**src/rtl/clk_meas_pkg.sv**
```systemverilog
// Shared types and defaults for the clock period meter.
package clk_meas_pkg;

  typedef enum logic [1:0] {
    IDLE    = 2'd0,
    ARM     = 2'd1,
    MEASURE = 2'd2
  } meas_state_t;

  localparam int DEF_CNT_W       = 16;
  localparam int DEF_SYNC_STAGES = 2;

endpackage

```
**src/rtl/sync_edge_det.sv**
```systemverilog
// Multi-flop synchronizer for an asynchronous level, with registered
// single-cycle rise/fall strobes derived from the synchronized value.
module sync_edge_det #(
  parameter int STAGES = 2
) (
  input  logic clk_i,
  input  logic rst,
  input  logic sig_i,
  output logic sync_o,
  output logic rise_o,
  output logic fall_o
);

  logic [STAGES-1:0] chain_r;
  logic              prev_r;

  // Synchronizer chain, previous-value flop and registered edge strobes.
  always_ff @(posedge clk_i or posedge rst) begin
    if (rst) begin
      chain_r <= {STAGES{1'b0}};
      prev_r  <= 1'b0;
      rise_o  <= 1'b0;
      fall_o  <= 1'b0;
    end else begin
      chain_r <= {chain_r[STAGES-2:0], sig_i};
      prev_r  <= chain_r[STAGES-1];
      rise_o  <= chain_r[STAGES-1] & ~prev_r;
      fall_o  <= ~chain_r[STAGES-1] & prev_r;
    end
  end

  assign sync_o = chain_r[STAGES-1];

endmodule

```
**src/rtl/clk_period_meter.sv**
```systemverilog
// Measures period and high time of a slow input in clk_i cycles and
// presents each result on a valid/ready port, with timeout and overrun flags.
module clk_period_meter
  import clk_meas_pkg::*;
#(
  parameter int CNT_W       = DEF_CNT_W,
  parameter int SYNC_STAGES = DEF_SYNC_STAGES
) (
  input  logic             clk_i,
  input  logic             rst,
  input  logic             en_i,
  input  logic             sig_i,
  output logic [CNT_W-1:0] period_o,
  output logic [CNT_W-1:0] high_o,
  output logic             valid_o,
  input  logic             ready_i,
  output logic             timeout_o,
  output logic             overrun_o
);

  localparam logic [CNT_W-1:0] CNT_ZERO = {CNT_W{1'b0}};
  localparam logic [CNT_W-1:0] CNT_ONE  = {{(CNT_W-1){1'b0}}, 1'b1};
  localparam logic [CNT_W-1:0] CNT_MAX  = {CNT_W{1'b1}};

  meas_state_t      state_r, state_nxt_s;
  logic [CNT_W-1:0] cnt_r, cnt_nxt_s;
  logic [CNT_W-1:0] high_r, high_nxt_s;
  logic             result_s;
  logic             timeout_s;
  logic             rise_s, fall_s;
  logic             sync_unused_s;
  logic             load_s, drop_s, accept_s;

  sync_edge_det #(
    .STAGES (SYNC_STAGES)
  ) u_sync (
    .clk_i  (clk_i),
    .rst    (rst),
    .sig_i  (sig_i),
    .sync_o (sync_unused_s),
    .rise_o (rise_s),
    .fall_o (fall_s)
  );

  // Measurement FSM next state, counter and high-time capture.
  always_comb begin
    state_nxt_s = state_r;
    cnt_nxt_s   = cnt_r;
    high_nxt_s  = high_r;
    result_s    = 1'b0;
    timeout_s   = 1'b0;
    if (!en_i) begin
      state_nxt_s = IDLE;
      cnt_nxt_s   = CNT_ZERO;
    end else begin
      case (state_r)
        IDLE: begin
          state_nxt_s = ARM;
          cnt_nxt_s   = CNT_ZERO;
        end
        ARM: begin
          if (rise_s) begin
            state_nxt_s = MEASURE;
            cnt_nxt_s   = CNT_ONE;
          end else begin
            cnt_nxt_s   = CNT_ZERO;
          end
        end
        MEASURE: begin
          // A rise at the all-ones count is still a legal result, not a timeout.
          if (rise_s) begin
            result_s  = 1'b1;
            cnt_nxt_s = CNT_ONE;
          end else if (cnt_r == CNT_MAX) begin
            timeout_s   = 1'b1;
            cnt_nxt_s   = CNT_ZERO;
            state_nxt_s = ARM;
          end else begin
            cnt_nxt_s = cnt_r + CNT_ONE;
            if (fall_s) begin
              high_nxt_s = cnt_r;
            end else begin
              high_nxt_s = high_r;
            end
          end
        end
        default: begin
          state_nxt_s = IDLE;
          cnt_nxt_s   = CNT_ZERO;
        end
      endcase
    end
  end

  // FSM state, counter and high-time registers.
  always_ff @(posedge clk_i or posedge rst) begin
    if (rst) begin
      state_r <= IDLE;
      cnt_r   <= CNT_ZERO;
      high_r  <= CNT_ZERO;
    end else begin
      state_r <= state_nxt_s;
      cnt_r   <= cnt_nxt_s;
      high_r  <= high_nxt_s;
    end
  end

  // Acceptance frees the slot in the same cycle a new result may load.
  assign accept_s = valid_o & ready_i;
  assign load_s   = result_s & (~valid_o | ready_i);
  assign drop_s   = result_s & valid_o & ~ready_i;

  // Output port registers: result slot, timeout pulse and sticky overrun.
  always_ff @(posedge clk_i or posedge rst) begin
    if (rst) begin
      period_o  <= CNT_ZERO;
      high_o    <= CNT_ZERO;
      valid_o   <= 1'b0;
      timeout_o <= 1'b0;
      overrun_o <= 1'b0;
    end else begin
      timeout_o <= timeout_s;
      if (load_s) begin
        period_o <= cnt_r;
        high_o   <= high_r;
        valid_o  <= 1'b1;
      end else if (accept_s) begin
        valid_o  <= 1'b0;
      end else begin
        valid_o  <= valid_o;
      end
      if (!en_i) begin
        overrun_o <= 1'b0;
      end else if (drop_s) begin
        overrun_o <= 1'b1;
      end else begin
        overrun_o <= overrun_o;
      end
    end
  end

endmodule

```
**config.mk**
```make
export PLATFORM = sky130hd
export DESIGN_NAME = clk_period_meter
export DESIGN_NICKNAME = d
export VERILOG_FILES = /design/src/rtl/clk_meas_pkg.sv /design/src/rtl/sync_edge_det.sv /design/src/rtl/clk_period_meter.sv
export SDC_FILE = /design/constraint.sdc
export NUM_CORES = 1
export LEC_CHECK = 0
export BUFFER_PORTS_ARGS = -buffer_cell sky130_fd_sc_hd__clkbuf_2
export CAP_MARGIN = 20
export CORE_MARGIN = 1
export CORE_UTILIZATION = 57
export CTS_CLUSTER_SIZE = 16
export DETAILED_ROUTE_END_ITERATION = 7
export PLACE_DENSITY_LB_ADDON = 0.3
export SLEW_MARGIN = 25
export SYNTH_ARGS = -nofsm -noshare
export SYNTH_HDL_FRONTEND = slang
export SYNTH_SLANG_ARGS = --single-unit
```
**constraint.sdc**
```tcl
create_clock -name clk_i -period 2.7 [get_ports clk_i]
set_clock_uncertainty 0.15 [all_clocks]
set_input_delay 0.135 -clock clk_i [delete_from_list [all_inputs] [get_ports clk_i]]
set_output_delay 0.135 -clock clk_i [all_outputs]
set_load 0.1 [all_outputs]
```
==> impl_metrics.yaml, run 1 <==
status:
  status: "finished clean"
layout:
  n_antenna_cell: 0
  final_util: 0.700
  fill_cells: 386
  fin_cells: 348
  most-common-layout-cells: "74 x dfrtp_1, 39 x clkbuf_2, 28 x mux2_2"
  drive_above_1_share: 0.374
  layout_commonest_cell: "dfrtp_1"
  syn2layout_area_growth_pct: 17.3
  final_nets: 282
sta:
  hold_viol: 0
  rsz0062_at_grt: "false"
  slew_headroom: 0.630
  timing.hold.ws_ns: 0.193
  slew_violations: 0
  post-route-period-util: 0.935
  worst_pin_slew_ns: 0.558
  tns_ns: 0
  fmax_mhz: 396
  setup_viol: 0
  fin_crit_ns: 2.52
drt:
  wl_um: 5160
  dr.first_iter.drc_count: 91
  ant_nets: 0
  via_per_inst: 5.21
  post_drt_wl_per_cell_um: 14.8
  firstDrtPassIters: 4
  num_vias: 1813
  drc: 0
global_route:
  grt_pass1_vias: 1750
  grt_pass1_wl_um: 8470
  grt_usage: 0.209
  grt-ovfl-total: 0
  grt_start_max_net_pins: 30
  antenna_found_initial: 0
floorplanning:
  dieWidth_um: 75.4
  rows: 26
  die_area_um2: 5680
  start_util: 0.597
  die_h_um: 75.4
  core_um2: 5140
  io_pins: 40
power_and_ir_drop:
  p_leak_nw: 1.82
  fin_total_pwr_mw: 2.27
  vdd_ir_drop_max_mv: 0.573
  power_density_nw_per_um2: 631
synth:
  yosys-top-cells-area: "dfrtp_1 60%, mux2_2 10%, mux2_4 4.9%"
  mappedNetlistNets: 232
  synth_top_area_cell: "dfrtp_1"
  seq_area_frac_synth: 0.604
  post_synth.cell_area_avg_um2: 13.8
  synth_edf_count: 0
  postSynth.asyncResetShare: 1.00
  synth_cells: 223
  synth_area_um2: 3070
  yosys.cell_types.count: 34
  ys_ff_latch: 74
  synth_top_area_share: 0.604
  synth_ff_type: "dfrtp_1"
  ys_warn_count: 0
worst_setup_path:
  start_kind: "flip-flop"
  worst_setup_path_end_kind: "flip-flop"
  path_max_fanout: 13
  crit_required_ns: 2.77
  cp.arrival_ns: 2.59
  criticalPathCategory: "flip-flop to flip-flop"
clocking:
  clkLatencyLatePin_ns: 0.34
  cts_htree_levels: 3
  cts_resized: 0
  cts_tree: "yes"
  cts_max_path_buffers: 2
  clockRootBuffer: "clkbuf_8"
  clk_pin_slew_ns: 0.08
  numCtsBuffers: 9
  cts_sinks: 74
place:
  port_buffers: 39
  placed_cells: 328
  gp_congestion: 0.964
  hpwl_um: 3600
flow_run:
  cap_violations: 0
min_path:
  hold_path.class: "primary input to asynchronous set/reset pin"
-- final timing paths --
kind	slack, ns	depth (start not counted)	from	endpoint
worst min register to register	0.20	0	u_sync.chain_r[0]$_DFF_PP0_	u_sync.chain_r[1]$_DFF_PP0_
worst min-delay path	0.19	3	rst	period_o[0]$_DFFE_PP0P_
worst max-delay path	0.18	6	cnt_r[1]$_DFF_PP0_	high_r[13]$_DFFE_PP0P_
min in group clk_i	0.20	0	u_sync.chain_r[0]$_DFF_PP0_	u_sync.chain_r[1]$_DFF_PP0_
worst max register to register	0.18	6	cnt_r[1]$_DFF_PP0_	high_r[13]$_DFFE_PP0P_
max in group asynchronous	1.46	4	rst	cnt_r[0]$_DFF_PP0_
-- per-stage QoR --
stage / instance area, um2 / setup WS [ns]
2_1_floorplan: 3070 / 0.363
4_1_cts: 3600 / 0.188
5_1_grt: 3600 / 0.0756
3_3_place_gp: 3340 / 0.293
6_report: 3600 / 0.175
3_5_place_dp: 3340 / 0.207
-- timing repair --
item,in CTS,in global routing
buffers inserted,0,0
hold buffers,4,0
hold endpoints to repair,29,0
-- worst max-delay path: stages (launching register included) --
cell and delay (ns):
dfrtp_1 0.44, ha_1 0.25, nand3_2 0.14, or4_4 0.60, and3_1 0.25, buf_4 0.23
mux2_1 0.34
-- synthesized netlist by cell type (all sizes together) (2+ instances only) --
library cell	count
a21oi	2
buf	8
mux2	48
nor4	3
and4	2
dfrtp	74
nand3	7
inv	6
nand2	6
and3	5
xnor2	8
clkbuf	2
xor2	6
nor2b	4
ha	4
nand4	5
nor3	5
o21ai	3
nor2	16
-- layer usage --
layer	track usage	vias to the layer above	wire (um)
met2	0.317	41	2380
met3	0.0397	9	185
li1	-	879	-
met1	0.287	884	2490
met4	0.117	0	110
met5	0	-	0
-- power by group --
group / total (mW) / switching, mW / internal (mW)
sequential: 1.15 / 0.0184 / 1.13
clock: 0.922 / 0.404 / 0.518
combinational: 0.203 / 0.129 / 0.0736
total: 2.27 / 0.551 / 1.72
-- cell type report --
type	count	area, um2	area share
well taps	70	87.6	0.0243
clock inverters	7	93.8	0.0261
inverters	6	22.5	0.00626
multi-input cells	133	1140	0.317
flip-flops and latches	74	1850	0.514
repair buffers	49	280	0.0779
clock buffers	9	124	0.0344
-- flip-flops by register name, indices dropped and copies added (netlist names) --
signal,count
valid_o,1
high_o,16
high_r,16
u_sync.prev_r,1
u_sync.chain_r,2
overrun_o,1
period_o,16
u_sync.fall_o,1
cnt_r,16
state_r,2
u_sync.rise_o,1
timeout_o,1
-- logic make-up (layout without fill, tap and decap cells) --
group / after synthesis / after routing / share of synthesized area
fa+ha+maj: 4 / 4 / 0.0163
compound gates: 9 / 9 / 0.0196
xor+xnor: 14 / 14 / 0.0400
mux: 48 / 48 / 0.188
buf+inv: 16 / 71 / 0.0257
flops: 74 / 74 / 0.604
simple gates: 58 / 58 / 0.106
No activity file was read; power rests on OpenSTA's default activity.
==> run 2, diff against run 1 <==
Settings changed: SYNTH_HIERARCHICAL set to 1.
==> impl_metrics.yaml, run 2 <==
status:
  status: "finished clean"
clocking:
  cts_sinks: 74
  cts_resized: 0
  numCtsBuffers: 9
  cts_max_path_buffers: 2
  clockRootBuffer: "clkbuf_8"
  clk_pin_slew_ns: 0.07
  cts_tree: "yes"
  cts_htree_levels: 3
  post-cts-setup-buffer-count: 0
  clkLatencyLatePin_ns: 0.33
global_route:
  grt_pass1_vias: 1824
  grt-ovfl-total: 0
  use_met2: 0.312
  grt_util_met1: 0.285
  grt_pass1_wl_um: 8640
  gr-max-usage-layer: "met2"
  grtUsageMet3: 0.0370
  antenna_found_initial: 0
  grt_start_max_net_pins: 33
  grt_usage: 0.209
place:
  hpwl_um: 3450
  gp_congestion: 0.906
  dp_slack_ns: 0.150
  port_buffers: 39
sta:
  post-route-period-util: 0.940
  fin_crit_ns: 2.54
  timing.hold.ws_ns: 0.0965
  slew_headroom: 0.517
  fin_ws_ns: 0.163
  worst_pin_slew_ns: 0.722
  setup_viol: 0
  tns_ns: 0
  hold_viol: 0
  fmax_mhz: 394
  slew_violations: 0
  rsz0062_at_grt: "false"
layout:
  most-common-layout-cells: "74 x dfrtp_1, 39 x clkbuf_2, 26 x mux2_2"
  final_util: 0.702
  layout_commonest_cell: "dfrtp_1"
  syn2layout_area_growth_pct: 17.2
  drive_above_1_share: 0.359
  n_antenna_cell: 0
  final_nets: 286
drt:
  post_drt_wl_per_cell_um: 14.4
  via_per_inst: 5.26
  num_vias: 1846
  wl_um: 5050
  dr.first_iter.drc_count: 74
  firstDrtPassIters: 4
  ant_nets: 0
  drc: 0
synth:
  synth_area_um2: 3100
  yosys-top-cells-area: "dfrtp_1 60%, mux2_2 9.5%, mux2_4 4.8%"
  synth_top_area_share: 0.598
  post_synth.cell_area_avg_um2: 13.8
  synth.most_common_cell: "dfrtp_1"
  yosys-top-cells-count: "74 x dfrtp_1, 26 x mux2_2, 15 x nor2_1"
  synth_cells: 225
  yosys.cell_types.count: 36
  ys_warn_count: 6
  synth_ff_type: "dfrtp_1"
  synth_edf_count: 0
  ys_ff_latch: 74
  seq_area_frac_synth: 0.598
  synth_top_area_cell: "dfrtp_1"
  mappedNetlistNets: 234
  postSynth.asyncResetShare: 1.00
worst_setup_path:
  worst_setup_path_end_kind: "flip-flop"
  crit_required_ns: 2.77
  cp.arrival_ns: 2.61
  start_kind: "flip-flop"
  path_max_fanout: 9
  startpoint: "cnt_r[0]$_DFF_PP0_"
  crit_slowest_cell: "nor3b_2"
  criticalPathCategory: "flip-flop to flip-flop"
  r2r_start: "cnt_r[0]$_DFF_PP0_"
  max_stage_delay_ns: 0.63
  worstPathCellList: "ha_1 -> nand3_2 -> nor4_4 -> nor3b_2 -> buf_4 -> mux2_4"
floorplanning:
  rows: 26
  io_pins: 40
  core_um2: 5170
  dieWidth_um: 75.7
  start_util: 0.599
  die_h_um: 75.7
  die_area_um2: 5730
power_and_ir_drop:
  p_leak_nw: 1.79
  power_density_nw_per_um2: 598
  vdd_ir_drop_max_mv: 0.456
min_path:
  hold_path.class: "primary input to asynchronous set/reset pin"
flow_run:
  cap_violations: 0
[run 2: metrics by stage]
| step | total power, mW | instance area [um2] | std cells |
|---|---|---|---|
| floorplan | 1.32 | 3100 | 225 |
| global placement | 1.37 | 3410 | 332 |
| detailed placement | 1.38 | 3410 | 332 |
| CTS | 2.19 | 3630 | 351 |
| global route | 2.26 | 3630 | 351 |
| finish | 2.17 | 3630 | 351 |
[run 2: final timing paths]
path | cells past startpoint | slack [ns] | to
worst max-delay path | 6 | 0.16 | high_r[3]$_DFFE_PP0P_
worst min-delay path | 3 | 0.1 | u_sync/chain_r[1]$_DFF_PP0_
worst max register to register | 6 | 0.16 | high_r[3]$_DFFE_PP0P_
worst min register to register | 0 | 0.21 | u_sync/chain_r[1]$_DFF_PP0_
max in group asynchronous | 4 | 1.43 | high_r[6]$_DFFE_PP0P_
min in group clk_i | 0 | 0.21 | u_sync/chain_r[1]$_DFF_PP0_
[run 2: kinds of logic (layout without fill, tap and decap cells)]
kind of cell,count (synthesis),count (layout),synth area share
mux,50,50,0.193
xor+xnor,13,13,0.0368
flops,74,74,0.598
compound gates,11,11,0.0218
simple gates,55,55,0.108
buf+inv,18,74,0.0258
fa+ha+maj,4,4,0.0162
[run 2: cell type report]
type,count,area [um2]
multi-input cells,133,1180
inverters,10,37.5
clock inverters,3,40.0
clock buffers,12,145
fillers,370,1540
repair buffers,49,293
flip-flops and latches,74,1850
well taps,70,87.6
[run 2: metal layers]
layer	up-vias	routed length, um	part of all wire
li1	892	-	-
met1	904	2480	0.49
met2	38	2280	0.45
met3	12	147	0.029
met4	0	142	0.028
met5	-	0	0
[run 2: repair_timing]
| action | CTS | global route |
|---|---|---|
| endpoints found under the setup margin | 0 | 0 |
| hold buffers | 4 | 0 |
| endpoints found under the hold margin | 37 | 0 |
[run 2: where the power goes]
| group | internal [mW] | switching, mW | leakage [nW] | total (mW) |
|---|---|---|---|---|
| Clock | 0.445 | 0.366 | 0.0962 | 0.811 |
| Combinational | 0.0786 | 0.130 | 0.670 | 0.208 |
| Sequential | 1.13 | 0.0244 | 1.02 | 1.15 |
| Total | 1.65 | 0.520 | 1.79 | 2.17 |
[run 2: worst max-delay path, delay by kind of cell (launching register included)]
family,cells,cell delay [ns]
adder cells (fa/ha/maj),1,0.26
buffers and inverters,1,0.34
flip-flops,1,0.44
multiplexers,1,0.31
AND/OR/NAND/NOR,3,0.90
